`src/rtl/mux_sel_skid.sv`:
```
// NUM_IN:1 select mux feeding a registered two-entry skid buffer with valid/ready on both sides.
// in_ready is a function of state, flush and reset only, so no combinational path runs back from out_ready.
module mux_sel_skid #(
   parameter int WIDTH  = 5,
   parameter int NUM_IN = 2,
   localparam int SEL_W = $clog2(NUM_IN)
) (
   input  logic                    clk,
   input  logic                    reset,
   input  logic                    flush,
   input  logic [NUM_IN*WIDTH-1:0] in_data,
   input  logic [SEL_W-1:0]        sel,
   input  logic                    in_valid,
   output logic                    in_ready,
   output logic [WIDTH-1:0]        out_data,
   output logic [SEL_W-1:0]        out_sel,
   output logic                    out_valid,
   input  logic                    out_ready,
   output logic                    sel_err
);

   typedef enum logic [1:0] {S_EMPTY, S_ONE, S_TWO} state_t;

   state_t            state, state_nxt;
   logic [WIDTH-1:0]  word, main_data, skid_data;
   logic [SEL_W-1:0]  main_sel, skid_sel;
   logic              sel_oob, acc, pop;
   logic              load_main, load_skid, shift;

   always_comb begin
      word = '0;
      for (int k = 0; k < NUM_IN; k++)
         if (sel == SEL_W'(k)) word = in_data[k*WIDTH +: WIDTH];
   end

   // Only a non-power-of-2 channel count leaves select codes with no channel behind them.
   generate
      if ((1 << SEL_W) != NUM_IN) begin : g_oob
         assign sel_oob = (sel > SEL_W'(NUM_IN - 1));
      end else begin : g_no_oob
         assign sel_oob = 1'b0;
      end
   endgenerate

   assign in_ready  = (state != S_TWO) & ~flush & ~reset;
   assign out_valid = (state != S_EMPTY);
   assign acc       = in_valid & in_ready;
   assign pop       = out_valid & out_ready;
   assign out_data  = main_data;
   assign out_sel   = main_sel;

   always_ff @(posedge clk) begin
      if (reset) state <= S_EMPTY;
      else       state <= state_nxt;
   end

   always_comb begin
      state_nxt = state;
      if (flush) begin
         state_nxt = S_EMPTY;
      end else begin
         case (state)
            S_EMPTY: if (acc) state_nxt = S_ONE;
            S_ONE: begin
               if (acc & ~pop)      state_nxt = S_TWO;
               else if (~acc & pop) state_nxt = S_EMPTY;
            end
            S_TWO:   if (pop) state_nxt = S_ONE;
            default: state_nxt = S_EMPTY;
         endcase
      end
   end

   // acc is already 0 under flush; the skid-to-main shift is gated so a flushed pop leaves data regs alone.
   always_comb begin
      load_main = 1'b0;
      load_skid = 1'b0;
      shift     = 1'b0;
      case (state)
         S_EMPTY: load_main = acc;
         S_ONE: begin
            load_main = acc & pop;
            load_skid = acc & ~pop;
         end
         S_TWO:   shift = pop & ~flush;
         default: ;
      endcase
   end

   always_ff @(posedge clk) begin
      if (reset) begin
         main_data <= '0;
         main_sel  <= '0;
         skid_data <= '0;
         skid_sel  <= '0;
         sel_err   <= 1'b0;
      end else begin
         if (load_main) begin
            main_data <= word;
            main_sel  <= sel;
         end else if (shift) begin
            main_data <= skid_data;
            main_sel  <= skid_sel;
         end
         if (load_skid) begin
            skid_data <= word;
            skid_sel  <= sel;
         end
         if (acc & sel_oob) sel_err <= 1'b1;
      end
   end

endmodule

```
`config.mk`:
```
export PLATFORM = sky130hd
export DESIGN_NAME = mux_sel_skid
export DESIGN_NICKNAME = d
export VERILOG_FILES = /design/src/rtl/mux_sel_skid.sv
export SDC_FILE = /design/constraint.sdc
export NUM_CORES = 1
export LEC_CHECK = 0
export BUFFER_PORTS_ARGS = -buffer_cell sky130_fd_sc_hd__buf_2
export CORE_MARGIN = 2
export CORE_UTILIZATION = 43
export DETAILED_ROUTE_END_ITERATION = 16
export PLACE_DENSITY = 0.68
export SLEW_MARGIN = 20
export SYNTH_ARGS = -nofsm -noshare
export SYNTH_HDL_FRONTEND = slang
export SYNTH_SLANG_ARGS = --single-unit
```
`constraint.sdc`:
```
create_clock -name clk -period 2.1 [get_ports clk]
set_input_delay 0 -clock clk [delete_from_list [all_inputs] [get_ports clk]]
set_output_delay 0 -clock clk [all_outputs]
set_load 0.1 [all_outputs]
```
==> impl_metrics.csv, run 1 <==
group,metric,value,unit
floorplan,floorplan.rows,15,
cts,cts.clk_slew.worst_paths,0.08,ns
yosys,post_synth_num_cell_types,25,
floorplan,core_area,0.00169,mm²
worst_setup_path,timing.critical_path.arrival,2.01,ns
detailed_routing,initialDrtViolationCount,12,
layout,final_net_count,122,
yosys,post-synth-top-area-fraction,0.373,
power_and_ir_drop,leakagePower,0.367,nW
cts,cts_htree_levels,1,
yosys,yosys-top-cells-area,"dfxtp_1 (37%), a211oi_1 (12%), mux2i_1 (11%)",
worst_hold_path,holdCritPathClass,"in -> reg",
detailed_routing,drtPass1Iterations,4,
layout,areaGrowthSynthToFinish,18.8,%
timing,clock.fmax,0.541,GHz
yosys,ys_seq_elements,14,
timing,rsz0062_at_grt,"no",
run,timing.max_cap.violations,0,
cts,clock_tree_from_tritoncts,"yes",
placed_design,placement.io_buffers,23,
worst_setup_path,cp.buffers_inverters,0,
timing,setup_viols_final,0,
yosys,ys_warn_count,0,
placed_design,dp_hpwl,1180,µm
floorplan,die_w,45.8,µm
placed_design,postPlaceCellArea,856,µm²
yosys,yosysTopAreaCell,"dfxtp_1",
detailed_routing,postRouteWirelength,1590,µm
floorplan,floorplan.initialDensity,0.444,
layout,n_antenna_cell,0,
timing,final.setup_skew,0.000966,ns
detailed_routing,drc,0,
cts,postCtsHoldBufs,0,
layout,final_area,892,µm²
timing,final_period_minus_worst_setup_slack,1.85,ns
worst_hold_path,launch_instance_of_the_worst_min_delay_path,"reset",
power_and_ir_drop,power.total,0.607,mW
worst_setup_path,slowest_delay,0.58,ns
worst_setup_path,cp_top_family,"flip-flops",
worst_setup_path,worst_ep_required_time,2.26,ns
yosys,postSynthNetCount,101,
power_and_ir_drop,power_per_cell_area,680,mW/mm²
worst_setup_path,critical_path.startpoint_type,"register",
yosys,syn_inst,83,
timing,min_period_over_period,0.881,
cts,clock_sinks,14,
floorplan,pin_count,25,
detailed_routing,post_drt_wl_per_cell,13.2,µm
timing,final_hold_viol_count,0,
worst_setup_path,worst_setup_path_startpoint,"state[1]",
global_route,grt_use_total,0.178,
power_and_ir_drop,vdd.ir_drop.worst,0.300,mV
worst_setup_path,critPathKind,"reg -> reg",
global_route,first_pass_grt_wire_length,2580,µm
detailed_routing,via_count,678,
layout,finish.utilization,0.528,
detailed_routing,final_antenna_net_count,0,
worst_setup_path,critical-path-slowest-cell,"dfxtp_1",
yosys,mappedNetlistArea,751,µm²
cts,cts.root.buffer_cell,"clkbuf_4",
detailed_routing,detail_route.vias_per_cell,5.65,
placed_design,globalplace.congestion,0.778,
global_route,first_global_vias,616,
global_route,grt_antenna_before_repair,0,
floorplan,die_area,0.00210,mm²
layout,drive_above_1_share,0.330,
cts,post_cts.repair.setup_buffers,0,
worst_setup_path,worstPathMaxFanout,14,
worst_setup_path,timing.critical_path.to_type,"register",
yosys,synth_area_per_cell,9.04,µm²
worst_setup_path,worstPathCellList,"nand2b_1, and3_1, ha_1, nand2_1, a21o_1, a211oi_1",
timing,finalSetupTns,0,ns
outcome,status,"complete, no violations",
floorplan,die_y,45.8,µm
cts,postCtsResizedCells,0,
timing,timing_max_transition_violations_final,0,
cts,cts_buffer_count,3,
global_route,pin_count_of_the_biggest_net_entering_global_routing,15,
cts,clk-insertion-delay-late,0.28,ns
global_route,gr-total-overflow,0,
worst_setup_path,timing.rr.start,"state[1]",
yosys,seq_area_frac_synth,0.373,
cts,cts.path.max_buffers,2,
[flip-flops by register name, indices dropped and copies added (netlist names)]
name       flops
state          2
skid_data      5
out_data       5
skid_sel       1
out_sel        1
[synthesized netlist by cell type]
master / number
or2_2: 1
and2_1: 3
a211oi_1: 12
buf_4: 1
nand2b_1: 1
clkbuf_1: 3
nor2_1: 12
nor3_1: 5
mux2_2: 5
nand3b_1: 2
inv_1: 1
o22ai_1: 1
nand2_1: 2
and4bb_2: 1
dfxtp_1: 14
conb_1: 1
mux2i_1: 8
and3_1: 1
buf_1: 2
or4b_1: 1
a21o_1: 1
ha_1: 2
and3b_1: 1
clkbuf_2: 1
o21ai_0: 1
[final cells by class]
type | instances | area [µm²]
clock buffers | 4 | 36.3
fillers | 170 | 797
inverters | 1 | 3.75
multi-input cells | 61 | 435
flip-flops and latches | 14 | 280
well taps | 17 | 21.3
repair buffers | 23 | 115
[final timing paths]
kind / end / slack [ns] / cells past startpoint
setup / recovery: out_data[1] / 0.25 / 6
hold / removal: skid_sel / 0.05 / 2
setup reg to reg: out_data[1] / 0.25 / 6
hold reg to reg: skid_data[3] / 0.50 / 2
[layer usage]
metal  track usage  vias up  part of all wire
met1         0.205      312              0.45
met5             0        -                 0
li1              -      337                 -
met3        0.0714        2             0.068
met4        0.0686        0            0.0069
met2         0.293       27              0.47
[through the flow]
stage	hold slack (ns)	instances	setup WS, ns
floorplan	0.0793	83	0.00971
global placement	0.336	116	0.330
detailed placement	0.343	116	0.279
CTS	0.0390	120	0.261
global route	0.0581	120	0.109
finish	0.0497	120	0.251
[where the power goes]
group / internal [mW] / switching, mW
clock: 0.106 / 0.0889
combinational: 0.0358 / 0.0975
sequential: 0.274 / 0.00533
total: 0.415 / 0.192
[cells by family (layout without fill, tap and decap cells)]
group / count (synthesis) / in the layout / share of synthesized area
buf+inv: 8 / 28 / 0.0467
fa+ha+maj: 2 / 2 / 0.0333
compound gates: 15 / 15 / 0.145
other cells: 1 / 1 / 0.00500
mux: 13 / 13 / 0.182
simple gates: 30 / 30 / 0.215
flops: 14 / 14 / 0.373
[cell usage in the layout (no fill, tap or decap)]
| cell type | instances |
|---|---|
| or2_2 | 1 |
| nand2_1 | 2 |
| inv_1 | 1 |
| a211oi_1 | 12 |
| or4b_1 | 1 |
| nand3b_1 | 2 |
| buf_2 | 23 |
| o21ai_0 | 1 |
| mux2i_1 | 8 |
| clkbuf_8 | 1 |
| conb_1 | 1 |
| mux2_2 | 5 |
| o22ai_1 | 1 |
| nor3_1 | 5 |
| clkbuf_4 | 3 |
| and4bb_2 | 1 |
| and3_1 | 1 |
| nand2b_1 | 1 |
| dfxtp_1 | 14 |
| a21o_1 | 1 |
| nor2_1 | 12 |
| ha_1 | 2 |
| and2_1 | 3 |
| and3b_1 | 1 |
(Power assumes the default switching activity.)
==> run 2, diff against run 1 <==
==> config.mk (replaced) <==
export PLATFORM = sky130hd
export DESIGN_NAME = mux_sel_skid
export DESIGN_NICKNAME = d
export VERILOG_FILES = /design/src/rtl/mux_sel_skid.sv
export SDC_FILE = /design/constraint.sdc
export NUM_CORES = 1
export LEC_CHECK = 0
export BUFFER_PORTS_ARGS = -buffer_cell sky130_fd_sc_hd__buf_4
export CORE_MARGIN = 2
export CORE_UTILIZATION = 43
export DETAILED_ROUTE_END_ITERATION = 16
export PLACE_DENSITY = 0.68
export SLEW_MARGIN = 30
export SYNTH_ARGS = -nofsm -noshare
export SYNTH_HDL_FRONTEND = slang
export SYNTH_SLANG_ARGS = --single-unit
==> run 2 against run 1 <==
  * Setup slack worse by 0.038 ns
  * Core utilization up 4.0 points
  * Largest cell class unchanged
  * Sequential share of layout area down 2.2 points
  * Cell count up 0.83%
  * Worst hold slack worse by 0.019 ns
  * Die area unchanged
==> impl_metrics.csv, run 2 (same netlist as run 1, synthesis figures left out) <==
group,metric,value,unit
outcome,status,"complete, no violations",
cts,clock_sinks,14,
worst_setup_path,critical-path-slowest-cell,"dfxtp_1",
detailed_routing,initialDrtViolationCount,14,
cts,clock_tree_from_tritoncts,"yes",
layout,areaGrowthSynthToFinish,27.8,%
layout,final_net_count,123,
layout,final_cell_mix,"buf_4 (23), dfxtp_1 (14), nor2_1 (12), a211oi_1 (12), mux2i_1 (8)",
run,timing.max_cap.violations,0,
timing,setup_viols_final,0,
layout,final_area,960,µm²
placed_design,dp_hpwl,1160,µm
global_route,first_pass_grt_wire_length,2570,µm
worst_setup_path,critPathKind,"reg -> reg",
global_route,grt_antenna_before_repair,0,
placed_design,placement.io_buffers,23,
floorplan,pin_count,25,
cts,post_cts.repair.setup_buffers,0,
timing,final.setup_skew,0.00644,ns
worst_setup_path,worstPathCellList,"nand2b_1, and3_1, ha_1, nand2_1, a21o_1, a211oi_1",
detailed_routing,drc,0,
detailed_routing,via_count,668,
layout,drive_above_1_share,0.327,
timing,final_hold_viol_count,0,
cts,cts.path.max_buffers,2,
timing,timing_max_transition_violations_final,0,
placed_design,globalplace.congestion,0.762,
floorplan,core_area,0.00169,mm²
worst_setup_path,timing.critical_path.arrival,2.05,ns
detailed_routing,final_antenna_net_count,0,
worst_setup_path,worstPathMaxFanout,14,
timing,finalSetupTns,0,ns
timing,clock.fmax,0.530,GHz
power_and_ir_drop,vdd.ir_drop.worst,0.305,mV
global_route,gr-total-overflow,0,
worst_hold_path,holdCritPathClass,"in -> reg",
detailed_routing,drtPass1Iterations,4,
floorplan,die_y,45.8,µm
power_and_ir_drop,leakagePower,0.385,nW
cts,cts_htree_levels,1,
timing,min_period_over_period,0.899,
cts,cts.root.buffer_cell,"clkbuf_4",
floorplan,floorplan.initialDensity,0.444,
layout,n_antenna_cell,0,
worst_setup_path,cp.buffers_inverters,0,
global_route,first_global_vias,605,
worst_setup_path,slowest_delay,0.59,ns
layout,multi_input_area,435,µm²
cts,cts_buffer_count,3,
worst_setup_path,critical_path.startpoint_type,"register",
floorplan,floorplan.rows,15,
detailed_routing,postRouteWirelength,1630,µm
detailed_routing,post_drt_wl_per_cell,13.5,µm
global_route,pin_count_of_the_biggest_net_entering_global_routing,15,
layout,layout.cells.most_common,"buf_4",
worst_setup_path,worst_ep_required_time,2.26,ns
placed_design,postPlaceCellArea,913,µm²
cts,cts.clk_slew.worst_paths,0.09,ns
global_route,grt_use_total,0.172,
timing,rsz0062_at_grt,"no",
cts,clk-insertion-delay-late,0.28,ns
floorplan,die_area,0.00210,mm²
detailed_routing,detail_route.vias_per_cell,5.52,
floorplan,die_w,45.8,µm
power_and_ir_drop,power_per_cell_area,649,mW/mm²
layout,fill_cells,162,
timing,final_period_minus_worst_setup_slack,1.89,ns
worst_setup_path,cp_top_family,"flip-flops",
layout,register_area,280,µm²
worst_setup_path,timing.critical_path.to_type,"register",
[run 2: changes by cell type in the layout (fill, tap and decap cells not counted)]
cell,before,now
dlygate4sd3_1,0,1
buf_2,23,0
buf_4,0,23
[run 2: stage by stage]
step                utilization  hold slack, ns  total power, mW  setup WS [ns]  instances
floorplan                     -          0.0793            0.390        0.00971         83
global placement          0.541           0.298            0.431          0.338        116
detailed placement        0.541           0.296            0.432          0.270        116
CTS                       0.568          0.0264            0.628          0.259        121
global route              0.568          0.0445            0.649          0.106        121
finish                    0.568          0.0309            0.623          0.212        121
[run 2: what timing repair did]
action,4_1_cts,5_1_grt
resized for setup,0,0
hold endpoints to repair,3,0
hold buffers,1,0
[run 2: cell type report]
class / count / share of cell area
clock buffers: 4 / 0.0378
multi-input cells: 61 / 0.454
well taps: 17 / 0.0222
flip-flops and latches: 14 / 0.292
inverters: 1 / 0.00391
repair buffers: 24 / 0.190
[run 2: power by group]
group	internal [mW]	switching (mW)	leakage, nW
combinational	0.0495	0.0976	0.250
clock	0.105	0.0911	0.0210
sequential	0.274	0.00564	0.114
total	0.429	0.194	0.385
[run 2: path summary, 6_finish.rpt]
path | endpoint | slack, ns | cells past startpoint | from
min | skid_sel | 0.03 | 3 | sel
min reg2reg | skid_data[3] | 0.50 | 2 | skid_data[3]
max | out_data[3] | 0.21 | 6 | state[1]
max reg2reg | out_data[3] | 0.21 | 6 | state[1]
[run 2: worst register-to-register path, delay by kind of cell (launching register included)]
kind	cells	cell delay (ns)
compound gates	2	0.41
flops	1	0.59
simple gates	3	0.58
fa+ha+maj	1	0.19
[run 2: metal layers]
metal  global-route usage  vias to the layer above  part of all wire
li1                     -                      342                 -
met4                0.103                        0             0.028
met1                0.229                      298              0.50
met3               0.0516                        6             0.061
met2                0.242                       22              0.41
met5                    0                        -                 0
